`src/rtl/write_axi_stream.sv`:
```
// Captures NUM_CH-sample frames on the rising edge of a synchronised recovery strobe,
// buffers them in a frame FIFO and serialises them one channel per AXI-Stream beat.
module write_axi_stream #(
  parameter int DATA_W      = 14,
  parameter int NUM_CH      = 2,
  parameter int FIFO_DEPTH  = 8,
  parameter int SYNC_STAGES = 2,
  parameter int OFFSET_BIN  = 0
) (
  input  logic                                  clock_50,
  input  logic                                  reset,
  input  logic                                  clock_recovery,
  input  logic [NUM_CH*DATA_W-1:0]              data_rec,
  input  logic                                  clr_ovf,
  input  logic                                  m_tready,
  output logic                                  m_tvalid,
  output logic [DATA_W-1:0]                     m_tdata,
  output logic [((NUM_CH > 1) ? $clog2(NUM_CH) : 1)-1:0] m_tuser,
  output logic                                  m_tlast,
  output logic [NUM_CH*DATA_W-1:0]              data_stand,
  output logic [$clog2(FIFO_DEPTH+1)-1:0]       fill,
  output logic                                  overflow
);
  localparam int FRAME_W = NUM_CH * DATA_W;
  localparam int CH_W    = (NUM_CH > 1) ? $clog2(NUM_CH) : 1;
  localparam int FILL_W  = $clog2(FIFO_DEPTH + 1);
  localparam int PTR_W   = $clog2(FIFO_DEPTH);
  localparam logic [CH_W-1:0]   LAST_CH = CH_W'(NUM_CH - 1);
  localparam logic [FILL_W-1:0] FULL    = FILL_W'(FIFO_DEPTH);
  localparam logic [DATA_W-1:0] FLIP    = (OFFSET_BIN != 0) ? {1'b1, {(DATA_W-1){1'b0}}} : '0;

  typedef enum logic {IDLE, SEND} state_t;

  logic [SYNC_STAGES-1:0] sync_reg;
  logic                   hist_reg;
  logic                   capture, push, drop, pop, advance;
  logic [FRAME_W-1:0]     conv_frame;
  logic [FRAME_W-1:0]     mem [FIFO_DEPTH];
  logic [PTR_W-1:0]       wr_ptr_reg, rd_ptr_reg;
  logic [FILL_W-1:0]      fill_reg;
  logic                   overflow_reg;
  logic [FRAME_W-1:0]     data_stand_reg, frame_reg;
  logic [CH_W-1:0]        ch_reg, ch_next;
  logic                   tvalid_reg, tvalid_next;
  state_t                 state_reg, state_next;

  // Flops reset high so a strobe already high at reset release is not seen as an edge.
  always_ff @(posedge clock_50) begin
    if (reset) begin
      sync_reg <= '1;
      hist_reg <= 1'b1;
    end else begin
      sync_reg <= {sync_reg[SYNC_STAGES-2:0], clock_recovery};
      hist_reg <= sync_reg[SYNC_STAGES-1];
    end
  end

  assign capture = sync_reg[SYNC_STAGES-1] & ~hist_reg;
  assign push    = capture & (fill_reg != FULL);
  assign drop    = capture & (fill_reg == FULL);

  generate
    for (genvar gi = 0; gi < NUM_CH; gi++) begin : g_conv
      assign conv_frame[gi*DATA_W +: DATA_W] = data_rec[gi*DATA_W +: DATA_W] ^ FLIP;
    end
  endgenerate

  always_ff @(posedge clock_50) begin
    if (push) mem[wr_ptr_reg] <= conv_frame;
  end

  always_ff @(posedge clock_50) begin
    if (reset) begin
      wr_ptr_reg     <= '0;
      rd_ptr_reg     <= '0;
      fill_reg       <= '0;
      overflow_reg   <= 1'b0;
      data_stand_reg <= '0;
    end else begin
      if (capture) data_stand_reg <= conv_frame;
      if (push) wr_ptr_reg <= wr_ptr_reg + 1'b1;
      if (pop)  rd_ptr_reg <= rd_ptr_reg + 1'b1;
      if (push && !pop)      fill_reg <= fill_reg + 1'b1;
      else if (pop && !push) fill_reg <= fill_reg - 1'b1;
      if (drop)         overflow_reg <= 1'b1;
      else if (clr_ovf) overflow_reg <= 1'b0;
    end
  end

  // In SEND m_tvalid is always high, so m_tready alone marks a handshake.
  always_comb begin
    state_next  = state_reg;
    ch_next     = ch_reg;
    tvalid_next = tvalid_reg;
    pop         = 1'b0;
    advance     = 1'b0;
    case (state_reg)
      IDLE: begin
        if (fill_reg != '0) begin
          pop         = 1'b1;
          ch_next     = '0;
          tvalid_next = 1'b1;
          state_next  = SEND;
        end
      end
      SEND: begin
        if (m_tready) begin
          if (ch_reg != LAST_CH) begin
            ch_next = ch_reg + 1'b1;
            advance = 1'b1;
          end else if (fill_reg != '0) begin
            pop     = 1'b1;
            ch_next = '0;
          end else begin
            tvalid_next = 1'b0;
            state_next  = IDLE;
          end
        end
      end
      default: state_next = IDLE;
    endcase
  end

  always_ff @(posedge clock_50) begin
    if (reset) begin
      state_reg  <= IDLE;
      ch_reg     <= '0;
      tvalid_reg <= 1'b0;
      frame_reg  <= '0;
    end else begin
      state_reg  <= state_next;
      ch_reg     <= ch_next;
      tvalid_reg <= tvalid_next;
      if (pop)          frame_reg <= mem[rd_ptr_reg];
      else if (advance) frame_reg <= frame_reg >> DATA_W;
    end
  end

  assign m_tvalid   = tvalid_reg;
  assign m_tdata    = frame_reg[DATA_W-1:0];
  assign m_tuser    = ch_reg;
  assign m_tlast    = tvalid_reg & (ch_reg == LAST_CH);
  assign data_stand = data_stand_reg;
  assign fill       = fill_reg;
  assign overflow   = overflow_reg;
endmodule

```
`config.mk`:
```
export PLATFORM = sky130hd
export DESIGN_NAME = write_axi_stream
export DESIGN_NICKNAME = d
export VERILOG_FILES = /design/src/rtl/write_axi_stream.sv
export SDC_FILE = /design/constraint.sdc
export NUM_CORES = 1
export LEC_CHECK = 0
export BUFFER_PORTS_ARGS = -buffer_cell sky130_fd_sc_hd__buf_2
export CORE_ASPECT_RATIO = 1.5
export CORE_MARGIN = 2
export CORE_UTILIZATION = 25
export CTS_CLUSTER_DIAMETER = 30
export DETAILED_ROUTE_END_ITERATION = 12
export PLACE_DENSITY_LB_ADDON = 0.08
export SLEW_MARGIN = 20
export SYNTH_ARGS = -nofsm -noshare
export SYNTH_HDL_FRONTEND = slang
export SYNTH_SLANG_ARGS = --single-unit
export TNS_END_PERCENT = 20
```
`constraint.sdc`:
```
create_clock -name clock_50 -period 5.2 [get_ports clock_50]
set_clock_uncertainty 0.1 [all_clocks]
set_input_delay 1.04 -clock clock_50 [delete_from_list [all_inputs] [get_ports clock_50]]
set_output_delay 1.04 -clock clock_50 [all_outputs]
set_load 0.005 [all_outputs]
```
# --- After elaboration in Yosys (flattened, before gate mapping) ---
# Memory sizes are Yosys's and may differ from the RTL's. A register that Yosys moved wholly into a read port is not among the register bits.
# Index checks and enable logic that the tools add are counted.
word_totals:
  wordCells: 69
  ramBits: 224
  output_inout_bits: 50
  mem_count: 1
  inputBits: 33
  ff_bits: 73
op_classes:
  mux: 30
  add_sub_neg: 5
  eq_ne: 6
  bitwise_logic: 6
  n_reduce_logical: 10
mem_list:
  columns: ["name", "depth", "word_bits", "read_ports", "rd_ports_with_merged_regs", "wr", "line", "source"]
  rows:
  - ["mem", 8, 28, 1, 1, 1, "38", "logic [FRAME_W-1:0] mem [FIFO_DEPTH];"]
ops:
  columns: ["op", "n"]
  rows:
  - ["$mux W28", 2]
  - ["$mux W1", 20]
  - ["$mux W4", 2]
  - ["$ne A2 B2 Y1 const B", 4]
  - ["$pmux W1 S2", 4]
  - ["$add A3 B1 Y3 const B", 2]
  - ["$mux W3", 2]
  - ["$reduce_bool A2 Y1", 3]
  - ["$add A4 B1 Y4 const B", 1]
  - ["$and A1 B1 Y1", 4]
  - ["$eq A4 B4 Y1 const B", 1]
  - ["$ne A4 B4 Y1 const B", 1]
  - ["$reduce_and A4 Y1", 1]
  - ["$reduce_bool A4 Y1", 1]
  - ["$sub A4 B1 Y4 const B", 1]
  - ["$logic_and A1 B1 Y1", 2]
  - ["$logic_not A1 Y1", 2]
  - ["$not A1 Y1", 2]
  - ["$reduce_and A2 Y1", 1]
  - ["$add A1 B1 Y1 const B", 1]

# --- Logic depth before layout (Yosys ltp) ---
logic_depth:
  ltp_word: 8
  ltp_mapped: 11

# --- Worst setup path before layout ---
# No wires, ideal clock.
synth_timing:
  kind: "register to register"
  start: "register fill_reg[0], in the netlist fill[0]"
  end: "memory mem[0][0] (netlist bit) (enable)"
  required_ps: 4652
  path_stages_with_launch: 5
  setup_time_ps: 448
  t_arrival_ps: 3048
  period_less_slack_ps: 3597
  path_slack_ps: 1603
  n_path_buf: 0
  path_cell_list: "dfxtp_1 nor3_1 a21oi_1 nand2b_1 nor3_1"
synth_between:
  elab_chain_len: 4
synth_rtl:
  columns: ["element", "line", "source"]
  rows:
  - ["start: declaration", "40", "logic [FILL_W-1:0] fill_reg;"]
  - ["start signal: assignment", "83", "if (push && !pop) fill_reg <= fill_reg + 1'b1;"]
  - ["start signal: assignment", "84", "else if (pop && !push) fill_reg <= fill_reg - 1'b1;"]
  - ["$ne A4 B4 Y1", "59", "assign push = capture & (fill_reg != FULL);"]
  - ["$and A1 B1 Y1", "59", null]
  - ["via push", "36", "logic capture, push, drop, pop, advance;"]
  - ["$mux W1", "69", "if (push) mem[wr_ptr_reg] <= conv_frame;"]
  - ["$mux W1 (not written as such)", "69", null]
  - ["end: declaration", "38", null]
# The timed path passes the listed nets, and every way through them passes these cells.

# --- Worst setup path after layout ---
layout_timing:
  start: "register fill_reg[0], in the netlist fill[0]"
  end: "register fill_reg[3], in the netlist fill[3]"
layout_between:
  elab_chain_len: 8
layout_rtl:
  columns: ["element", "line", "source"]
  rows:
  - ["$reduce_bool A4 Y1", "99, 111", null]
  - ["$mux W1", "99, 111", null]
  - ["$mux W1", "108", "if (ch_reg != LAST_CH) begin"]
  - ["$mux W1", "107", "if (m_tready) begin"]
  - ["$pmux W1 S2", "97", "case (state_reg)"]
  - ["$logic_not A1 Y1", "83", null]
  - ["$logic_and A1 B1 Y1", "83", null]
  - ["$mux W4 or $reduce_bool A2 Y1 (tied branches)", null, null]
# Several ways; a longest one is shown, not always the timed one. The select of a mux whose other input is x is not followed.
# A chain may end at the register's enable or synchronous reset.

==> summary.md <==
| Metric | Value |
|---|---|
| Status | `finished clean` |
| Worst skew pair latency | `~570 ps` |
| Hpwl dp | `about 18,000 um` |
| Non-filler instance count after layout | `1,431` |
| Clock-pin slew on the worst setup and hold paths | `40 ps` |
| Global-route wire length before repair | `between 40,000 and 50,000 um` |
| Hold Crit Depth | `1` |
| Hold slack | `roughly 320 ps` |
| Setup bufs post-CTS | `0` |
| Power density cells | `533 nW/um^2` |
| Synth Cell Area | `~11,000 um^2` |
| Number of synthesized flops with an enable pin | `224` |
| CTS Sinks | `300` |
| Arr. time, crit path | `around 3500 ps` |
| Setup TNS | `0 ps` |
| Post-Synthesis Cells | `roughly 670` |
| Placed insts | `roughly 1,300` |
| R2R depth | `10` |
| Routed Antenna Nets | `0` |
| Ys flop type | `edfxtp_1` |
| Crit Path Class | `register to register` |
| Die footprint | `~48,000 um^2` |
| Die Y | `between 200 and 300 um` |
| Synth Register Bits | `300` |
| Slew @ Worst Pin | `761 ps` |
| Initial Utilization | `25.2%` |
| CTS tree | `done` |
| Worst hold-check path type | `register to register` |
| DRC | `0` |
| Fin crit period | `between 3000 and 4000 ps` |
| Hold_buf cts | `0` |
| RSZ-0062 raised after global routing | `no` |
| Final Hold Fails | `0` |
| Total CTS buffers | `66` |
| Vias in the first global route | `6,807` |
| Root buf cell | `clkbuf_16` |
| Core ar. | `approximately 46,000 um^2` |
| Synth cell types | `41` |
| Period utilization | `between 60% and 70%` |
| Worst IR drop on VDD | `approximately 0.20 mV` |
| Relative slew margins | `around half` |
| Grt total ovfl | `0` |
| Port Buffers | `roughly 80` |
| F_max | `313 MHz` |
| Post-synth ARST share | `0%` |
| Layout area overhead | `28.0%` |
| Placed Area | `12,500 um^2` |
| Final WL | `between 30,000 and 40,000 um` |
| Setup violations, final | `0` |
| Placer congestion estimate | `between 0.6 and 0.7` |
| Post-layout util | `about a third` |
| Initial antenna violation count | `0` |
| Vias | `6,276` |
| Mean routed wirelength per cell | `between 20 and 25 um` |
| I/O pin cnt | `slightly above 80` |
| Synthesized area per cell | `approximately 17 um^2` |
| Layout cell share with drive strength beyond 1 | `about a third` |
| Nets | `slightly above 800` |
| Critical Path Sink Type | `register` |
| Vias per inst | `4.39` |
| Die W | `179 um` |
| DRT Pass-1 Iters | `4` |
| Largest register FFs | `between 200 and 250` |
| Post-synthesis sequential area ratio | `a little under three quarters` |
| Pins over their slew limit | `0` |
| Max-cap violations | `0` |
| Largest net degree at the start of global routing | `44` |
| First-iteration detailed-routing DRC count | `between 300 and 400` |
| # resized after CTS | `0` |
| Crit start category | `register` |
| FP Rows | `96` |
| Syn_nets | `approximately 700` |
| Yosys warns | `0` |
| Total GRT Usage | `between 10% and 20%` |
| Clock Tree Buf Depth | `3` |
| Ant diodes | `0` |
| Critical Path Fanout Max | `16` |
| H-tree depth | `3` |
| Leak Pwr | `4.93 nW` |
| Final Instance Area | `roughly 15,000 um^2` |
| Crit path required time | `~5500 ps` |
[Yosys cell counts, types with 4 or more instances]
cell type  number  area (um^2)
o221ai_1       14          123
nand2_1        60          225
ha_1            5         62.6
buf_2          10         50.1
edfxtp_1      224         6730
a21oi_1        35          175
nand2b_1       32          200
nor2_1         20         75.1
inv_1           6         22.5
xnor2_1         4         35.0
mux4_2         56         1260
nand3b_1       13         97.6
buf_4          19          143
dfxtp_1        76         1520
mux2i_1        30          300
clkbuf_1       16         60.1
buf_6           6         67.6
o22ai_1        12         75.1
[layer usage]
layer  part of all wire [%]  GRT usage, %  vias to the layer above
met1                     40          14.9                     3236
li1                       -             -                     2857
met3                    4.2          3.11                       43
met4                    2.0          5.03                        0
met5                      0             0                        -
met2                     54          24.2                      140
[critical path: stages (launching register included)]
cell and delay [ps]:
dfxtp_1 390, nor4_4 550, nor2_1 190, inv_2 300, ha_1 240, inv_1 100, ha_1 330, a21oi_1 230
a211oi_1 100, a31oi_1 190, mux2_2 350
[logic make-up after synthesis]
family	Yosys count	share of synthesized area, %
flops	300	71.9
buf+inv	60	3.09
simple gates	141	6.23
mux	87	13.7
fa+ha+maj	6	0.720
xor+xnor	5	0.382
compound gates	72	3.99
[per-stage QoR]
| stage | setup slack, ps | power, W |
|---|---|---|
| after detailed placement | 1490 | 0.00390 |
| after CTS | 1980 | 0.00797 |
| after global routing | 1750 | 0.00817 |
| after global placement | 1540 | 0.00388 |
| after floorplan | 1600 | 0.00361 |
| final | 2010 | 0.00782 |
[cell type report]
class	count	area (um^2)
clock buffers	84	1810
clock inverters	37	367
fillers	4376	30800
inverters	7	26.3
multi-input cells	311	2910
flip-flops and latches	300	8250
well taps	588	736
repair buffers	104	588
[placed cells by master (no fill, tap or decap), types with 5 or more instances in the layout]
cell / count
nor2_2: 6
clkbuf_1: 10
mux4_2: 56
nand3b_1: 13
o22ai_1: 12
edfxtp_1: 224
dfxtp_1: 73
o221ai_1: 14
clkbuf_16: 67
nor2_1: 14
clkinvlp_4: 7
buf_4: 21
inv_6: 6
inv_1: 6
ha_1: 5
clkbuf_8: 7
a21oi_1: 35
clkinv_4: 6
buf_2: 82
mux2i_1: 30
clkinv_2: 9
nand2_1: 60
nand2b_1: 31
[path summary, 6_finish.rpt]
path	startpoint	endpoint	slack [ps]
setup reg to reg	fill[0]	fill[3]	2010
hold / removal	sync_reg[0]	sync_reg[1]	320
hold reg to reg	sync_reg[0]	sync_reg[1]	320
setup / recovery	fill[0]	fill[3]	2010
[power breakdown]
part | total [W] | switching (W) | internal (W)
registers | 0.00284 | 0.000137 | 0.00270
clock network | 0.00400 | 0.00133 | 0.00267
logic | 0.000985 | 0.000544 | 0.000441
total | 0.00782 | 0.00201 | 0.00581
No activity file was read; power rests on OpenSTA's default activity.
